### src/rtl/param_stopwatch_if.sv
`default_nettype none
// ---------------------------------------------------------------------------
// param_stopwatch_if : control inputs and display/status outputs of the stopwatch
// Revision 1.0
// ---------------------------------------------------------------------------
interface param_stopwatch_if #(
  parameter int DIGITS = 4
) ();
  logic                  run;
  logic                  clear;
  logic                  count_down;
  logic                  load;
  logic [4*DIGITS-1:0]   load_value;
  logic                  lap;
  logic [4*DIGITS-1:0]   count_value;
  logic [7*DIGITS-1:0]   seg;
  logic                  running;
  logic                  terminal;
  logic                  lap_active;

  modport master (
    output run, clear, count_down, load, load_value, lap,
    input  count_value, seg, running, terminal, lap_active
  );

  modport slave (
    input  run, clear, count_down, load, load_value, lap,
    output count_value, seg, running, terminal, lap_active
  );
endinterface
`default_nettype wire

### src/rtl/param_stopwatch.sv
`default_nettype none
// ---------------------------------------------------------------------------
// param_stopwatch : N-digit up/down hex/decimal stopwatch with load, lap hold and 7-seg drive
// Revision 1.0
// ---------------------------------------------------------------------------
module param_stopwatch #(
  parameter int DIGITS         = 4,
  parameter int TICK_DIV       = 50000000,
  parameter int RADIX          = 16,
  parameter int SEG_ACTIVE_LOW = 1
) (
  input  wire logic        clock,
  input  wire logic        reset_n,
  param_stopwatch_if.slave bus
);
  localparam int          CW        = 4 * DIGITS;
  localparam logic [3:0]  DIG_MAX   = 4'(RADIX - 1);
  localparam logic [31:0] TICK_LAST = 32'(TICK_DIV - 1);

  typedef enum logic [1:0] {
    ST_IDLE   = 2'd0,
    ST_RUN    = 2'd1,
    ST_PAUSED = 2'd2,
    ST_DONE   = 2'd3
  } state_t;

  state_t         state, state_nx;
  logic [CW-1:0]  count, count_nx;
  logic [CW-1:0]  snap, snap_nx;
  logic [31:0]    tick, tick_nx;
  logic           lap_on, lap_on_nx;
  logic [CW-1:0]  count_up, count_dn, stepped, load_sat, display;
  logic [7*DIGITS-1:0] seg_r;
  logic           step, at_limit, stepped_at_limit;

  function automatic logic is_limit(input logic [CW-1:0] v, input logic down);
    logic lim;
    lim = 1'b1;
    for (int i = 0; i < DIGITS; i++) begin
      if (v[4*i +: 4] != (down ? 4'd0 : DIG_MAX)) lim = 1'b0;
    end
    return lim;
  endfunction

  function automatic logic [6:0] seg_encode(input logic [3:0] d);
    logic [6:0] p;
    case (d)
      4'h0: p = 7'h40;
      4'h1: p = 7'h79;
      4'h2: p = 7'h24;
      4'h3: p = 7'h30;
      4'h4: p = 7'h19;
      4'h5: p = 7'h12;
      4'h6: p = 7'h02;
      4'h7: p = 7'h78;
      4'h8: p = 7'h00;
      4'h9: p = 7'h10;
      4'hA: p = 7'h08;
      4'hB: p = 7'h03;
      4'hC: p = 7'h46;
      4'hD: p = 7'h21;
      4'hE: p = 7'h06;
      default: p = 7'h0E;
    endcase
    return (SEG_ACTIVE_LOW != 0) ? p : ~p;
  endfunction

  // Both directions are precomputed as a digit-wise ripple; count_down selects one.
  always_comb begin
    logic carry, borrow;
    carry    = 1'b1;
    borrow   = 1'b1;
    count_up = count;
    count_dn = count;
    for (int i = 0; i < DIGITS; i++) begin
      if (carry) begin
        if (count[4*i +: 4] == DIG_MAX) begin
          count_up[4*i +: 4] = 4'd0;
        end else begin
          count_up[4*i +: 4] = count[4*i +: 4] + 4'd1;
          carry = 1'b0;
        end
      end
      if (borrow) begin
        if (count[4*i +: 4] == 4'd0) begin
          count_dn[4*i +: 4] = DIG_MAX;
        end else begin
          count_dn[4*i +: 4] = count[4*i +: 4] - 4'd1;
          borrow = 1'b0;
        end
      end
    end
  end

  always_comb begin
    load_sat = bus.load_value;
    for (int i = 0; i < DIGITS; i++) begin
      if (bus.load_value[4*i +: 4] > DIG_MAX) load_sat[4*i +: 4] = DIG_MAX;
    end
  end

  assign stepped          = bus.count_down ? count_dn : count_up;
  assign step             = (tick == TICK_LAST);
  assign at_limit         = is_limit(count, bus.count_down);
  assign stepped_at_limit = is_limit(stepped, bus.count_down);
  assign display          = lap_on ? snap : count;

  always_ff @(posedge clock or negedge reset_n) begin
    if (!reset_n) begin
      state  <= ST_IDLE;
      count  <= '0;
      snap   <= '0;
      tick   <= '0;
      lap_on <= 1'b0;
    end else begin
      state  <= state_nx;
      count  <= count_nx;
      snap   <= snap_nx;
      tick   <= tick_nx;
      lap_on <= lap_on_nx;
    end
  end

  always_comb begin
    state_nx  = state;
    count_nx  = count;
    snap_nx   = snap;
    tick_nx   = tick;
    lap_on_nx = lap_on;
    if (bus.clear) begin
      state_nx  = ST_IDLE;
      count_nx  = '0;
      snap_nx   = '0;
      tick_nx   = '0;
      lap_on_nx = 1'b0;
    end else if (bus.load) begin
      state_nx  = ST_IDLE;
      count_nx  = load_sat;
      tick_nx   = '0;
      lap_on_nx = 1'b0;
    end else begin
      // Lap only touches the display path, so the count keeps going underneath.
      if (bus.lap) begin
        lap_on_nx = ~lap_on;
        if (!lap_on) snap_nx = count;
      end
      case (state)
        ST_IDLE:   if (bus.run) state_nx = ST_RUN;
        ST_PAUSED: if (bus.run) state_nx = ST_RUN;
        ST_RUN: begin
          tick_nx = step ? 32'd0 : tick + 32'd1;
          if (step && at_limit) begin
            state_nx = ST_DONE;
          end else if (step && stepped_at_limit) begin
            count_nx = stepped;
            state_nx = ST_DONE;
          end else begin
            if (step) count_nx = stepped;
            if (!bus.run) state_nx = ST_PAUSED;
          end
        end
        ST_DONE:   state_nx = ST_DONE;
        default:   state_nx = ST_IDLE;
      endcase
    end
  end

  always_ff @(posedge clock or negedge reset_n) begin
    if (!reset_n) begin
      for (int i = 0; i < DIGITS; i++) seg_r[7*i +: 7] <= seg_encode(4'h0);
    end else begin
      for (int i = 0; i < DIGITS; i++) seg_r[7*i +: 7] <= seg_encode(display[4*i +: 4]);
    end
  end

  assign bus.count_value = count;
  assign bus.seg         = seg_r;
  assign bus.running     = (state == ST_RUN);
  assign bus.terminal    = (state == ST_DONE);
  assign bus.lap_active  = lap_on;
endmodule
`default_nettype wire

### src/flat_wrapper.sv
// flat-port wrapper written by rule: the top's interface ports become plain ports
module param_stopwatch_flat 
#(
  parameter int DIGITS         = 4,
  parameter int TICK_DIV       = 50000000,
  parameter int RADIX          = 16,
  parameter int SEG_ACTIVE_LOW = 1
)
  (clock, reset_n, bus_run, bus_clear, bus_count_down, bus_load, bus_load_value, bus_lap, bus_count_value, bus_seg, bus_running, bus_terminal, bus_lap_active);
  param_stopwatch_if #(.DIGITS(DIGITS)) bus_i ();
  input  wire logic clock;
  input  wire logic reset_n;
  input wire logic [$bits(bus_i.run)-1:0] bus_run;
  input wire logic [$bits(bus_i.clear)-1:0] bus_clear;
  input wire logic [$bits(bus_i.count_down)-1:0] bus_count_down;
  input wire logic [$bits(bus_i.load)-1:0] bus_load;
  input wire logic [$bits(bus_i.load_value)-1:0] bus_load_value;
  input wire logic [$bits(bus_i.lap)-1:0] bus_lap;
  output wire logic [$bits(bus_i.count_value)-1:0] bus_count_value;
  output wire logic [$bits(bus_i.seg)-1:0] bus_seg;
  output wire logic [$bits(bus_i.running)-1:0] bus_running;
  output wire logic [$bits(bus_i.terminal)-1:0] bus_terminal;
  output wire logic [$bits(bus_i.lap_active)-1:0] bus_lap_active;
  assign bus_i.run = bus_run;
  assign bus_i.clear = bus_clear;
  assign bus_i.count_down = bus_count_down;
  assign bus_i.load = bus_load;
  assign bus_i.load_value = bus_load_value;
  assign bus_i.lap = bus_lap;
  assign bus_count_value = bus_i.count_value;
  assign bus_seg = bus_i.seg;
  assign bus_running = bus_i.running;
  assign bus_terminal = bus_i.terminal;
  assign bus_lap_active = bus_i.lap_active;
  param_stopwatch #(.DIGITS(DIGITS), .TICK_DIV(TICK_DIV), .RADIX(RADIX), .SEG_ACTIVE_LOW(SEG_ACTIVE_LOW)) u_core (.clock(clock), .reset_n(reset_n), .bus(bus_i));
endmodule
### config.mk
export PLATFORM = sky130hd
export DESIGN_NAME = param_stopwatch_flat
export DESIGN_NICKNAME = d
export VERILOG_FILES = /design/src/rtl/param_stopwatch_if.sv /design/src/rtl/param_stopwatch.sv /design/src/flat_wrapper.sv
export SDC_FILE = /design/constraint.sdc
export NUM_CORES = 1
export LEC_CHECK = 0
export CAP_MARGIN = 0
export CORE_MARGIN = 8
export CORE_UTILIZATION = 62
export DETAILED_ROUTE_END_ITERATION = 8
export HOLD_SLACK_MARGIN = 0.05
export PLACE_DENSITY = 0.89
export RECOVER_POWER = 50
export SLEW_MARGIN = 20
export SYNTH_ARGS = -nofsm -noshare
export SYNTH_HDL_FRONTEND = slang
export SYNTH_SLANG_ARGS = --single-unit
### constraint.sdc
create_clock -name clock -period 8.5 [get_ports clock]
set_input_delay 1.7 -clock clock [delete_from_list [all_inputs] [get_ports clock]]
set_output_delay 1.7 -clock clock [all_outputs]
set_load 0.01 [all_outputs]
==> impl_metrics.json, run 1 <==
{
  "ys_warn_count": 0,
  "grt_antenna_before_repair": 0,
  "gr-usage-all-layers_pct": 24.5,
  "holdPathEnd": "u_core.tick[0]$_DFFE_PN0P_",
  "cp-start-kind": "input port",
  "status": "finished with violations",
  "vdd_ir_drop_max_mv": 0.111,
  "p_seq_share_pct": 44.0,
  "core_area_sq_um": 9680,
  "die_width_microns": 116,
  "drt_iter0_markers": 619,
  "cts_resized": 0,
  "diodes": 0,
  "critical_path.top_delay_family": "buffers and inverters",
  "port_buffers": 69,
  "netlist_top_cells_area": "dfrtp_1 37%, ha_1 6.7%, nor2_1 4.7%",
  "max_freq_ghz": 0.175,
  "avgSynthCellArea_sq_um": 8.92,
  "synth_edf_count": 0,
  "dpl.hpwl_mm": 11.7,
  "htree_levels": 3,
  "p_leak_uw": 0.00293,
  "gp_congestion": 0.984,
  "tightest_slew_ns": 3.66,
  "crit_path_end_kind": "async pin",
  "cp.arrival_ns": 5.35,
  "maxCapViolCount": 1,
  "cp_common_cell": "clkbuf_1",
  "comb_power_share_pct": 31.7,
  "synth-seq-cells": 95,
  "regToRegEndpoint": "u_core.bus.count_value[15]$_DFFE_PN0P_",
  "io_pins": 70,
  "crit_cells": 2,
  "relSlewSlack_pct": -144,
  "hp-class": "reg2reg",
  "synth_fp_nets": 745,
  "final_nets": 783,
  "postCtsSetupRepairBufs": 0,
  "root_buffer": "clkbuf_8",
  "cts_hold_buffers": 0,
  "grt_pass1_wl_mm": 26.4,
  "synth_area_sq_um": 6140,
  "worstReg2RegStart": "u_core.tick[0]$_DFFE_PN0P_",
  "cp_num_buf_inv": 2,
  "p_int_uw": 801,
  "clock-sinks": 95,
  "grt_max_degree": 71,
  "dominantRegCellSynth": "dfrtp_1",
  "violations": "capacitance limit, slew limit",
  "crit_chain": "clkbuf_1, clkbuf_1",
  "cp_slowest_cell": "clkbuf_1",
  "hold_path_depth": 1,
  "yosys.area.top_type": "dfrtp_1",
  "die_area_sq_um": 13400,
  "power_switching_uw": 454,
  "synth_cells": 689,
  "setup_viol": 0,
  "finalPower_uw": 1250,
  "fin_crit_sh_pct": 67.2,
  "async_flop_share_pct": 100,
  "min_from": "u_core.tick[0]$_DFFE_PN0P_",
  "start_util_pct": 63.4,
  "grt_pass1_vias": 5422,
  "cts_made_buffers": 9,
  "clkPwrFrac_pct": 24.3,
  "row_count": 36,
  "ys_seq_area_share_pct": 38.8,
  "rsz0062_at_grt": "false",
  "hold_violations": 0,
  "cts_tree": "done",
  "cp_data_required_time_ns": 8.14,
  "vias": 5509,
  "slew_violations": 71,
  "path_class": "in2async",
  "gr-total-overflow": 0,
  "firstDrtPassIters": 8,
  "ff2ff_path_depth": 7,
  "avgRoutedWirePerCell_microns": 18.9,
  "clockBufferDepth": 2,
  "synth_top_area_share_pct": 37.1,
  "drc": 0,
  "routed_wl_mm": 16.3,
  "p_per_area_nw_per_um2": 179,
  "avgViaCountPerCell": 6.37,
  "ant_nets": 0,
  "die_h_microns": 116,
  "cp_max_fo": 70,
  "drive_above_1_share_pct": 5.87,
  "areaGrowthSynthToFinish_pct": 14.2,
  "switching_share_pct": 36.2,
  "critPathMaxStageDelay_ns": 2.64,
  "clk_pin_slew_ns": 0.10,
  "yosysUniqueCellTypes": 74,
  "tns_ns": 0,
  "r2r_slack_ns": 5.02,
  "fin_worst_skew_ns": 0.0236,
  "clock_latency_ns": 0.37,
  "fin_crit_ns": 5.71
}
[layout make-up]
cell class	count	area (sq um)
timing repair buffer	71	687
clock inverter	7	78.8
fill	710	2670
sequential	95	2380
clock buffer	9	124
multi-input combinational	524	3480
tap	133	166
inverter	26	97.6
[Yosys cell counts (all sizes together), types with 9 or more instances]
cell type,count
nor4,10
nor2,77
and3,15
dfrtp,91
clkbuf,32
o21ai,35
o22ai,9
buf,12
nand2,67
nand4,12
xnor2,13
nand2b,9
xor2,16
mux2i,20
a211oi,23
nand3,19
a21oi,32
nor3,14
ha,33
o31ai,19
inv,26
[metrics by stage]
step / utilization [%] / hold slack (ns) / instance area, sq um / std cells / setup slack [ns]
floorplan: - / 0.463 / 6140 / 689 / 5.07
global placement: 70.5 / 0.494 / 6830 / 849 / 3.28
detailed placement: 70.5 / 0.508 / 6830 / 849 / 3.10
CTS: 72.6 / 0.526 / 7030 / 865 / 3.49
global route: 72.5 / 0.562 / 7020 / 865 / 1.84
finish: 72.5 / 0.528 / 7020 / 865 / 2.79
[cells in the final DEF (no fill, tap or decap), types with 4 or more instances in the layout]
master	instances
dfrtp_1	91
nor2_1	77
nand2_1	67
clkdlybuf4s50_1	66
o21ai_0	35
ha_1	33
a21oi_1	31
inv_1	26
a211oi_1	23
mux2i_1	20
nand3_1	19
o31ai_1	19
xor2_1	16
nor3_1	14
and3_1	14
xnor2_1	13
nand4_1	12
o22ai_1	9
nand2b_1	9
clkbuf_8	9
o21a_1	8
nor4_1	8
nor2b_1	6
or3_1	6
nor3b_1	5
and2_1	4
a31oi_1	4
a21o_1	4
inv_8	4
dfstp_2	4
[per-layer routing]
| metal | share of wire [%] | GRT usage (%) | wire, microns |
|---|---|---|---|
| met1 | 41 | 31.1 | 6720 |
| met2 | 49 | 40.9 | 8050 |
| met3 | 8.1 | 5.32 | 1330 |
| met4 | 1.4 | 7.27 | 221 |
| met5 | 0 | 0 | 0 |
[logic make-up (layout without fill, tap and decap cells)]
| family | after synthesis | after routing | share of synthesized area [%] |
|---|---|---|---|
| adder cells (fa/ha/maj) | 33 | 33 | 6.72 |
| XOR/XNOR | 29 | 29 | 4.13 |
| flip-flops | 95 | 95 | 38.8 |
| AND/OR/NAND/NOR | 272 | 272 | 22.9 |
| AO/OA/AOI/OAI | 165 | 165 | 18.1 |
| buffers and inverters | 70 | 113 | 4.66 |
| multiplexers | 25 | 25 | 4.72 |
[power groups by stage]
stage	logic (uW)	registers (uW)	clock network (uW)
5_1_grt	434	557	324
4_1_cts	397	549	309
3_5_place_dp	395	558	0
3_3_place_gp	382	556	0
6_report	398	552	304
2_1_floorplan	237	550	0
[flip-flops by register name (all words and copies together) (netlist names)]
name	cells
u_core.bus.lap_active	1
u_core.tick	32
u_core.bus.seg	28
u_core.bus.count_value	16
u_core.state	2
u_core.snap	16
[worst max path at each step]
stage | startpoint | to | slack, ns
finish | reset_n | u_core.bus.count_value[15]$_DFFE_PN0P_ | 2.79
global route | reset_n | u_core.snap[2]$_DFFE_PN0P_ | 1.84
CTS | bus_load | u_core.bus.count_value[15]$_DFFE_PN0P_ | 3.49
detailed placement | bus_load | u_core.bus.count_value[15]$_DFFE_PN0P_ | 3.10
global placement | bus_load | u_core.bus.count_value[15]$_DFFE_PN0P_ | 3.28
floorplan | bus_clear | u_core.tick[21]$_DFFE_PN0P_ | 5.07
Note: power is estimated with default switching activity, not from simulation.
==> run 2: changes to the inputs <==
Settings changed: CORE_UTILIZATION 62 to 52, PLACE_DENSITY 0.89 to 0.8.
Clock period 8.5 ns to 4.9 ns, I/O delays scaled along.
==> run 2 against run 1 <==
  * The flow still finishes with violations (capacitance limit, slew limit)
  * Power up 89%
  * Setup slack got worse by 1.7 ns
  * Via count down 1.5%
  * Critical path type is now in2reg
  * Largest power group unchanged
==> impl_metrics.json, run 2 (same netlist as run 1, synthesis figures left out) <==
{
  "drc": 0,
  "core_area_sq_um": 11500,
  "areaGrowthSynthToFinish_pct": 16.8,
  "port_buffers": 69,
  "status": "finished with violations",
  "gr-usage-all-layers_pct": 21.1,
  "cts_resized": 0,
  "cp.arrival_ns": 4.10,
  "r2r_slack_ns": 1.60,
  "cp_max_fo": 34,
  "cp-start-kind": "input port",
  "crit_chain": "dlygate4sd3_1, buf_4, or2_0, o2111ai_1, nor4_1, nand2_1, or2_2, a21oi_1",
  "hp-class": "reg2reg",
  "cts_tree": "done",
  "diodes": 0,
  "path_class": "in2reg",
  "fin_crit_sh_pct": 77.9,
  "cts_hold_buffers": 0,
  "place_inst": 863,
  "p_leak_uw": 0.00302,
  "setup_viol": 0,
  "grt_pass1_wl_mm": 27.4,
  "routed_wl_mm": 16.5,
  "ant_nets": 0,
  "avgViaCountPerCell": 6.18,
  "clockBufferDepth": 2,
  "maxCapViolCount": 2,
  "drt_iter0_markers": 442,
  "place_ws_ns": 1.05,
  "htree_levels": 3,
  "fin_worst_skew_ns": 0.0101,
  "clock_latency_ns": 0.35,
  "critPathMaxStageDelay_ns": 0.79,
  "firstDrtPassIters": 5,
  "largest_reg_flops": 32,
  "clk_pin_slew_ns": 0.07,
  "crit_path_end_kind": "register",
  "grt_max_degree": 59,
  "hold_violations": 0,
  "row_count": 39,
  "cp_slowest_cell": "nor4_1",
  "max_freq_ghz": 0.262,
  "postCtsSetupRepairBufs": 0,
  "violations": "capacitance limit, slew limit",
  "io_pins": 70,
  "relSlewSlack_pct": -110,
  "slew_violations": 59,
  "fin_crit_ns": 3.82,
  "vias": 5429,
  "die_h_microns": 125,
  "layout_common_cells": "91 x dfrtp_1, 77 x nor2_1, 67 x nand2_1, 59 x clkdlybuf4s50_1, 35 x o21ai_0",
  "grt_pass1_vias": 5444,
  "fin_ws_ns": 1.08,
  "vdd_ir_drop_max_mv": 0.209,
  "gr-total-overflow": 0,
  "tightest_slew_ns": 3.15,
  "grt_antenna_before_repair": 0,
  "cts_made_buffers": 9,
  "drive_above_1_share_pct": 6.25,
  "cp_data_required_time_ns": 5.18,
  "regMostFlops": "u_core.tick",
  "finalPower_uw": 2380,
  "p_per_area_nw_per_um2": 331,
  "die_area_sq_um": 15600,
  "fill_cells": 992,
  "root_buffer": "clkbuf_16",
  "dpl.hpwl_mm": 12.0,
  "gp_congestion": 0.959,
  "final_nets": 787,
  "avgRoutedWirePerCell_microns": 18.8,
  "start_util_pct": 53.6,
  "rsz0062_at_grt": "false",
  "tns_ns": 0,
  "final_common_cell": "dfrtp_1",
  "clock-sinks": 95,
  "die_width_microns": 125,
  "stdcell_count": 879
}
[run 2: cell count changes in the layout (fill, tap and decap cells not counted), moves of 2 or more]
cell	previous run	this run
dlygate4sd3_1	1	9
clkbuf_16	0	9
inv_6	1	3
inv_8	4	0
buf_4	0	5
clkdlybuf4s50_1	66	59
clkbuf_8	9	1
[run 2: final cells by class]
cell class                      count  area, sq um  share of cell area (%)
Inverter                           26         97.6                    1.36
Clock inverter                      5         63.8                   0.889
Timing Repair Buffer               75          726                    10.1
Clock buffer                       11          243                    3.38
Multi-Input combinational cell    524         3480                    48.6
Sequential cell                    95         2380                    33.2
Tap cell                          143          179                    2.49
[run 2: path summary, 6_finish.rpt]
path	end	depth (start not counted)	startpoint
max reg2reg	u_core.state[1]$_DFFE_PN0P_	9	u_core.bus.count_value[0]$_DFFE_PN0P_
min in group asynchronous	u_core.tick[16]$_DFFE_PN0P_	1	reset_n
min reg2reg	u_core.tick[5]$_DFFE_PN0P_	1	u_core.tick[5]$_DFFE_PN0P_
max in group asynchronous	u_core.bus.seg[27]$_DFF_PN1_	2	reset_n
max	u_core.tick[21]$_DFFE_PN0P_	8	bus_clear
min	u_core.tick[5]$_DFFE_PN0P_	1	u_core.tick[5]$_DFFE_PN0P_
[run 2: per-layer routing]
layer / global-route usage [%] / wire (microns)
met1: 25.2 / 7000
met2: 36.2 / 8240
met3: 4.64 / 911
met4: 8.15 / 344
met5: 0 / 0
[run 2: critical path, delay by kind of cell]
family	cells	cell delay, ns
AOI/OAI and AO/OA	2	0.50
buffers and inverters	2	0.87
and+or+nand+nor	4	1.73
[run 2: stage by stage]
step           area (sq um)  hold WS, ns  utilization, %
2_1_floorplan          6140        0.463               -
3_3_place_gp           6870        0.496            59.9
3_5_place_dp           6870        0.516            59.9
4_1_cts                7180        0.523            62.6
5_1_grt                7170        0.541            62.6
6_report               7170        0.518            62.6
[run 2: report_power, final]
| group | internal [uW] | leakage (uW) | switching, uW | total, uW |
|---|---|---|---|---|
| clock network | 416 | 0.000147 | 318 | 734 |
| registers | 866 | 0.00127 | 81.9 | 948 |
| logic | 315 | 0.00160 | 380 | 695 |
| total | 1600 | 0.00302 | 780 | 2380 |
==> run 3: changes to the inputs <==
Settings changed: CORE_UTILIZATION 52 to 57, PLACE_DENSITY 0.8 to 0.83.
Clock period 4.9 ns to 3.6 ns, I/O delays scaled along.
==> run 3 against run 2 <==
  * The run still ends with capacitance limit, slew limit left
  * Wire length is 3.1% higher
  * Cell count increased by 1.1%
  * Power up 27%
  * Highest routed layer unchanged
==> impl_metrics.json, run 3 (same netlist as run 1, synthesis figures left out) <==
{
  "cp_data_required_time_ns": 3.93,
  "largest_reg_flops": 32,
  "finalPower_uw": 3020,
  "firstDrtPassIters": 5,
  "drt_iter0_markers": 565,
  "fill_cells": 887,
  "ff2ff_path_depth": 9,
  "drc": 0,
  "final_common_cell": "dfrtp_1",
  "fin_area_sq_um": 7170,
  "grt_antenna_before_repair": 0,
  "fin_crit_ns": 3.14,
  "slew_violations": 59,
  "clockBufferDepth": 2,
  "fin_worst_skew_ns": 0.0125,
  "hold_path_depth": 1,
  "areaGrowthSynthToFinish_pct": 16.7,
  "violations": "capacitance limit, slew limit",
  "routed_wl_mm": 17.0,
  "gp_congestion": 0.944,
  "cp.arrival_ns": 3.47,
  "grt_pass1_wl_mm": 27.5,
  "rsz0062_at_grt": "false",
  "crit_path_end_kind": "register",
  "cts_made_buffers": 9,
  "die_h_microns": 120,
  "min_from": "u_core.tick[0]$_DFFE_PN0P_",
  "regToRegEndpoint": "u_core.state[1]$_DFFE_PN0P_",
  "clock_latency_ns": 0.38,
  "r2r_slack_ns": 0.46,
  "grt_pass1_vias": 5314,
  "status": "finished with violations",
  "root_buffer": "clkbuf_8",
  "diodes": 0,
  "worstReg2RegStart": "u_core.bus.count_value[1]$_DFFE_PN0P_",
  "drive_above_1_share_pct": 8.01,
  "vias": 5426,
  "vdd_ir_drop_max_mv": 0.235,
  "holdPathEnd": "u_core.tick[0]$_DFFE_PN0P_",
  "io_pins": 70,
  "row_count": 38,
  "avgRoutedWirePerCell_microns": 19.1,
  "dpl.hpwl_mm": 12.4,
  "cp_max_fo": 7,
  "dpl_cell_area_sq_um": 6990,
  "final_nets": 800,
  "hold_violations": 0,
  "htree_levels": 3,
  "clk_pin_slew_ns": 0.10,
  "p_leak_uw": 0.00304,
  "tightest_slew_ns": 1.52,
  "gr-usage-all-layers_pct": 23.7,
  "layout_common_cells": "91 x dfrtp_1, 77 x nor2_1, 67 x nand2_1, 56 x clkdlybuf4s50_1, 35 x o21ai_0",
  "setup_viol": 0,
  "core_area_sq_um": 10700,
  "port_buffers": 69,
  "fin_crit_sh_pct": 87.1,
  "max_freq_ghz": 0.319,
  "cp-start-kind": "register",
  "gr-total-overflow": 0,
  "die_area_sq_um": 14400,
  "start_util_pct": 57.4,
  "die_width_microns": 120,
  "cts_resized": 0,
  "tns_ns": 0,
  "relSlewSlack_pct": -1.34,
  "grt_max_degree": 59,
  "maxCapViolCount": 1,
  "clock-sinks": 95,
  "cts_tree": "done",
  "p_per_area_nw_per_um2": 421,
  "cts_hold_buffers": 0,
  "regMostFlops": "u_core.tick",
  "ant_nets": 0,
  "avgViaCountPerCell": 6.10,
  "path_class": "reg2reg",
  "postCtsSetupRepairBufs": 0,
  "hp-class": "reg2reg"
}
-- run 3: cell types whose count changed in the layout (fill, tap and decap cells not counted), sizes merged --
cell / delta
inv: -1
clkdlybuf4s50: -3
buf: +11
clkinvlp: +1
dlygate4sd3: +3
clkbuf: +2
-- run 3: final cells by class --
type	instances	area [sq um]	share of cell area, %
Sequential cell	95	2380	33.2
Clock buffer	11	141	1.97
Clock inverter	5	65.1	0.907
Timing Repair Buffer	88	832	11.6
Inverter	26	97.6	1.36
Multi-Input combinational cell	524	3480	48.5
Tap cell	140	175	2.44
-- run 3: worst max-delay path by stage --
stage	from	end	slack (ns)
floorplan	u_core.bus.lap_active$_DFFE_PN0P_	u_core.bus.seg[10]$_DFF_PN0_	0.77
global placement	bus_count_down	u_core.state[1]$_DFFE_PN0P_	0.35
detailed placement	bus_count_down	u_core.state[1]$_DFFE_PN0P_	0.36
CTS	u_core.bus.count_value[1]$_DFFE_PN0P_	u_core.state[1]$_DFFE_PN0P_	0.51
global route	u_core.bus.count_value[1]$_DFFE_PN0P_	u_core.state[0]$_DFFE_PN0P_	0.25
finish	u_core.bus.count_value[1]$_DFFE_PN0P_	u_core.state[1]$_DFFE_PN0P_	0.46
-- run 3: power by group --
group / total, uW / switching (uW) / internal (uW)
logic: 997 / 552 / 445
clock network: 758 / 410 / 348
registers: 1270 / 88.1 / 1180
total: 3020 / 1050 / 1970
-- run 3: layer usage --
layer / global-route usage (%) / part of all wire [%] / up-vias
met2: 39.7 / 50 / 172
met3: 4.74 / 5.9 / 22
met1: 29.6 / 43 / 2655
met4: 9.06 / 1.8 / 0
met5: 0 / 0 / -
li1: - / - / 2577
-- run 3: stage by stage --
stage	hold WS [ns]	setup slack (ns)	std cells	utilization [%]
after global routing	0.562	0.251	889	67.0
after detailed placement	0.509	0.355	873	65.3
final	0.525	0.464	889	67.0
after floorplan	0.424	0.771	689	-
after global placement	0.500	0.354	873	65.3
after CTS	0.440	0.511	889	67.3
-- run 3: critical path, stage by stage (launching register included) --
cell and delay (ns):
dfrtp_1 0.45, inv_1 0.20, ha_1 0.36, or3b_1 0.49, nor4_1 0.42, o21ai_0 0.19, a21oi_1 0.20, nand4_1 0.18
a2111oi_2 0.43, or2_1 0.15
==> patch 1, RTL diff (settings of run 2) <==
`DIGITS` is set to 4 in 3 places; all go to 3.
--- a/src/rtl/param_stopwatch_if.sv
+++ b/src/rtl/param_stopwatch_if.sv
@@ -4,7 +4,7 @@
 // Revision 1.0
 // ---------------------------------------------------------------------------
 interface param_stopwatch_if #(
-  parameter int DIGITS = 4
+  parameter int DIGITS = 3
 ) ();
   logic                  run;
   logic                  clear;
--- a/src/rtl/param_stopwatch.sv
+++ b/src/rtl/param_stopwatch.sv
@@ -4,7 +4,7 @@
 // Revision 1.0
 // ---------------------------------------------------------------------------
 module param_stopwatch #(
-  parameter int DIGITS         = 4,
+  parameter int DIGITS         = 3,
   parameter int TICK_DIV       = 50000000,
   parameter int RADIX          = 16,
   parameter int SEG_ACTIVE_LOW = 1
--- a/src/flat_wrapper.sv
+++ b/src/flat_wrapper.sv
@@ -1,7 +1,7 @@
 // flat-port wrapper written by rule: the top's interface ports become plain ports
 module param_stopwatch_flat 
 #(
-  parameter int DIGITS         = 4,
+  parameter int DIGITS         = 3,
   parameter int TICK_DIV       = 50000000,
   parameter int RADIX          = 16,
   parameter int SEG_ACTIVE_LOW = 1
Ports: changed (resized bus_count_value, bus_load_value and bus_seg); port bits go from 70 to 55. The function was not compared with the original's and may differ.
==> patch 1 against run 2 <==
- the flow still finishes with violations (max-capacitance violations, max-slew violations)
- wire length fell by 16%
- worst hold slack improved by 0.017 ns
- area after synthesis is 13% lower
- sequential cell count down 15
- total power down 21%
- register-to-register slack better by 0.63 ns
- worst setup slack gained 0.39 ns
- final area is 15% lower
- critical path type unchanged
- critical endpoint is now u_core.bus.count_value[11]
- highest routed layer unchanged
==> patch 1: results (changes against run 2) <==
outcome finished, violations left; violated checks max-capacitance violations, max-slew violations; layout cells sized above 1 7.05% (+0.80 points); ys async rst share 100% (unchanged); slowest cell on the critical path dlygate4sd3_1; Worst-Margin Slew 1.99 ns (-1.16 ns); number of port buffers 54 (-22%); fillcell total 904 (-8.9%); clock slew at reported path FFs 0.09 ns (+0.02 ns); Final #Nets 677 (-14%); max reg flops 32 (unchanged); worst skew pair latency 0.36 ns; Fin Clk Skew 0.0138 ns (+0.00369 ns); Crit path largest cell delay 0.81 ns (+0.02 ns); Post-synth top cells dfrtp_1 (77), nand2_1 (76), nor2_1 (59); HPWL Detailed 9.83 mm (-18%); drt initial violations 316 (-29%); Antenna Cells 0 (unchanged); Net Count, Synth 645 (-13%); Net Sw Frac 33.7% (+0.85 points); DP Area 0.00586 sq mm (-15%); Worst Hold Class register to register; postcts setup bufs 0 (unchanged); Worst VDD drop 0.000212 V (+1.3%); GRT Util Overall 19.7% (-1.4 points); vias in the first global route 4557 (-16%); max-cap viol count 1 (-1); ys flop type dfrtp_1; global-route wire length before repair 23.0 mm (-16%); largest net degree at the start of global routing 81 (+37%); top cells by area, synth dfrtp_1 (36%), ha_1 (5.8%), nand2_1 (5.3%); post-CTS resize count 0 (unchanged); final WL 13.8 mm (-16%); Vias per Instance 6.24 (+1.0%); Seq/Total Area, Yosys 37.4% (-1.3 points); WP data arrival 3.67 ns (-0.43 ns); CTS max path bufs 2 (unchanged); Max Fanout on Critical Path 24 (-29%); number of distinct library cells after synthesis 73 (-1.4%); clk root buf clkbuf_8; Final Max Slew Viols 81 (+37%); routability cong. 0.945 (-1.5%); leak pwr 0.00254 uW (-16%)
-- patch 1: final cells by class --
| cell class | instances | area [sq um] | share of cell area [%] |
|---|---|---|---|
| repair buffers | 58 | 562 | 9.25 |
| inverters | 21 | 78.8 | 1.30 |
| multi-input cells | 463 | 3040 | 50.1 |
| clock buffers | 11 | 151 | 2.49 |
| flip-flops and latches | 80 | 2010 | 33.0 |
| clock inverters | 5 | 63.8 | 1.05 |
| well taps | 136 | 170 | 2.80 |
-- patch 1: worst paths after layout --
kind / cells past startpoint / endpoint / startpoint / slack, ns
max: 5 / u_core.bus.count_value[11] / bus_load / 1.47
min: 1 / u_core.tick[5] / u_core.tick[5] / 0.54
max reg2reg: 6 / u_core.bus.seg[19] / u_core.bus.lap_active / 2.23
min reg2reg: 1 / u_core.tick[5] / u_core.tick[5] / 0.54
max in group asynchronous: 1 / u_core.tick[9] / reset_n / 2.55
min in group asynchronous: 1 / u_core.bus.seg[8] / reset_n / 1.17
-- patch 1: kinds of logic after synthesis --
family | count (synthesis) | share of synthesized area (%)
simple gates | 241 | 23.5
compound gates | 162 | 21.4
flops | 80 | 37.4
mux | 14 | 2.69
fa+ha+maj | 25 | 5.84
buf+inv | 58 | 5.79
xor+xnor | 21 | 3.43
-- patch 1: stage by stage --
stage / total power, uW / util (%) / instances / setup WS [ns] / hold WS, ns
3_5_place_dp: 1360 / 57.6 / 758 / 1.34 / 0.519
3_3_place_gp: 1340 / 57.6 / 758 / 1.39 / 0.503
2_1_floorplan: 1140 / - / 601 / 2.50 / 0.459
5_1_grt: 1970 / 59.7 / 774 / 1.23 / 0.552
4_1_cts: 1880 / 59.7 / 774 / 1.71 / 0.535
6_report: 1880 / 59.7 / 774 / 1.47 / 0.535
-- patch 1: power groups by stage --
stage | clock, uW | combinational [uW] | sequential (uW)
6_report | 524 | 550 | 801
5_1_grt | 562 | 602 | 810
4_1_cts | 531 | 553 | 799
3_5_place_dp | 0 | 548 | 811
3_3_place_gp | 0 | 537 | 807
2_1_floorplan | 0 | 348 | 796
-- patch 1: worst max-delay path: cells and delay by family --
kind / cells / cell delay [ns]
compound gates: 3 / 1.29
buf+inv: 1 / 0.81
simple gates: 1 / 0.58
-- patch 1: layer usage --
layer  GRT usage [%]  share of wire, %
met1            27.5                45
met2            29.2                45
met3            4.65               7.9
met4            6.73               1.6
met5               0                 0
==> patch 2, RTL diff (flow settings as in run 2) <==
Made on the original files. Encoding of `state_t`: now one-hot (4 bits for 4 states).
--- a/src/rtl/param_stopwatch.sv
+++ b/src/rtl/param_stopwatch.sv
@@ -17,11 +17,11 @@
   localparam logic [3:0]  DIG_MAX   = 4'(RADIX - 1);
   localparam logic [31:0] TICK_LAST = 32'(TICK_DIV - 1);
 
-  typedef enum logic [1:0] {
-    ST_IDLE   = 2'd0,
-    ST_RUN    = 2'd1,
-    ST_PAUSED = 2'd2,
-    ST_DONE   = 2'd3
+  typedef enum logic [3:0] {
+    ST_IDLE   = 4'b0001,
+    ST_RUN    = 4'b0010,
+    ST_PAUSED = 4'b0100,
+    ST_DONE   = 4'b1000
   } state_t;
 
   state_t         state, state_nx;
Check against the original RTL: no difference found for any inputs over 4 cycles, from zero or initial values and one cycle with reset_n low; so few cycles prove little.
==> patch 2 against run 2 <==
- the flow still finishes with violations (max-capacitance violations, max-slew violations)
- sequential cell count rose by 2
- final area rose by 7.1%
- clock skew rose by 0.00076 ns
- final cell count rose by 11%
- total power fell by 5.2%
- worst hold slack barely moved
- worst setup slack improved by 0.30 ns
- area after synthesis rose by 8.6%
- wire length rose by 10%
- critical path type unchanged
- largest cell class unchanged
==> patch 2: results (changes against run 2) <==
fillcell total 1062 (+7.1%); GRT Util Overall 22.4% (+1.2 points); FF-to-FF setup slack 1.73 ns (+0.13 ns); Worst VDD drop 0.000230 V (+10%); fin cells 975 (+11%); global-route wire length before repair 30.4 mm (+11%); outcome finished, violations left; synthesized instance count 768 (+11%); max-cap viol count 1 (-1); Fin Clk Skew 0.0109 ns (+0.000759 ns); drt initial violations 682 (+54%); leak pwr 0.00314 uW (+4.2%); met3 wire length 1.44 mm (+58%); Worst Hold End u_core.tick[14]; R2R Path End u_core.state[3]; slowest cell on the critical path clkbuf_1; Net Count, Synth 824 (+11%); Final Max Slew Viols 33 (-44%); WP data arrival 3.76 ns (-0.34 ns); layout cells sized above 1 6.72% (+0.47 points); vias in the first global route 5985 (+9.9%); CP delay by family, top buffers and inverters; Final #Nets 854 (+8.5%); ys async rst share 100% (unchanged); Hold Crit Start u_core.tick[14]; Placed Cells 959 (+11%); largest net degree at the start of global routing 67 (+14%); Net Sw Frac 31.9% (-0.91 points); routability cong. 0.896 (-6.6%); worst rel slew slack -14.4% (+96 points); WL met2 8.43 mm (+2.3%); violated checks max-capacitance violations, max-slew violations; Min Hold Slack 0.518 ns (-0.000315 ns); FF-to-FF path depth 7 (-2); Seq/Total Area, Yosys 36.5% (-2.3 points); Vias per Instance 6.38 (+3.3%); reg2reg start u_core.bus.count_value[1]; Max Fanout on Critical Path 23 (-32%)
-- patch 2: cell types whose count changed in the layout (fill, tap and decap cells not counted), sizes merged, moves of 9 or more --
cell          run 2  this run
a31oi             4        19
xor2             16         2
nor2             77        61
a22o              3        16
o21ai            35        47
nor4             10        19
-- patch 2: final cells by class --
cell class                 instances  share of cell area (%)
clock inverter                     5                   0.814
tap                              172                    2.80
inverter                          35                    1.71
sequential                        97                    31.7
clock buffer                      11                    3.03
multi-input combinational        578                    50.4
timing repair buffer              77                    9.59
-- patch 2: worst max-delay path by stage --
stage / from / to / slack (ns) / cells past startpoint
floorplan: u_core.bus.count_value[0] / u_core.state[1] / 2.31 / 10
global placement: bus_count_down / u_core.bus.count_value[11] / 1.27 / 9
global route: bus_load / u_core.tick[3] / 1.24 / 6
CTS: u_core.bus.count_value[0] / u_core.state[3] / 1.54 / 8
finish: bus_load / u_core.tick[3] / 1.39 / 6
detailed placement: bus_count_down / u_core.bus.count_value[11] / 1.21 / 9
-- patch 2: worst reg2reg max path, cell delays in order, from the launching register on --
cell and delay, ns:
dfrtp_1 0.60, ha_1 0.43, nand3_1 0.36, or4_1 0.62, o21ai_0 0.38, a211oi_1 0.18, a2111oi_0 0.39, a21o_1 0.17
-- patch 2: logic make-up after synthesis --
logic type	synth area share [%]
AND/OR/NAND/NOR	22.2
AO/OA/AOI/OAI	23.8
flip-flops	36.5
buffers and inverters	5.63
adder cells (fa/ha/maj)	6.19
multiplexers	4.35
XOR/XNOR	1.31
-- patch 2: metal layers --
| layer | global-route usage, % | vias to the layer above |
|---|---|---|
| met1 | 29.6 | 3035 |
| met2 | 35.5 | 265 |
| met5 | 0 | - |
| li1 | - | 2896 |
| met4 | 6.36 | 0 |
| met3 | 5.55 | 23 |
-- patch 2: power groups by stage --
stage / clock network (uW) / registers (uW) / logic, uW
global placement: 0 / 956 / 566
floorplan: 0 / 943 / 350
global route: 766 / 954 / 640
finish: 727 / 945 / 582
detailed placement: 0 / 958 / 578
CTS: 733 / 943 / 584
-- patch 2: through the flow --
step                worst slack (ns)  area [sq um]
global placement                1.27          7390
finish                          1.39          7690
floorplan                       2.31          6670
global route                    1.24          7690
CTS                             1.54          7690
detailed placement              1.21          7390
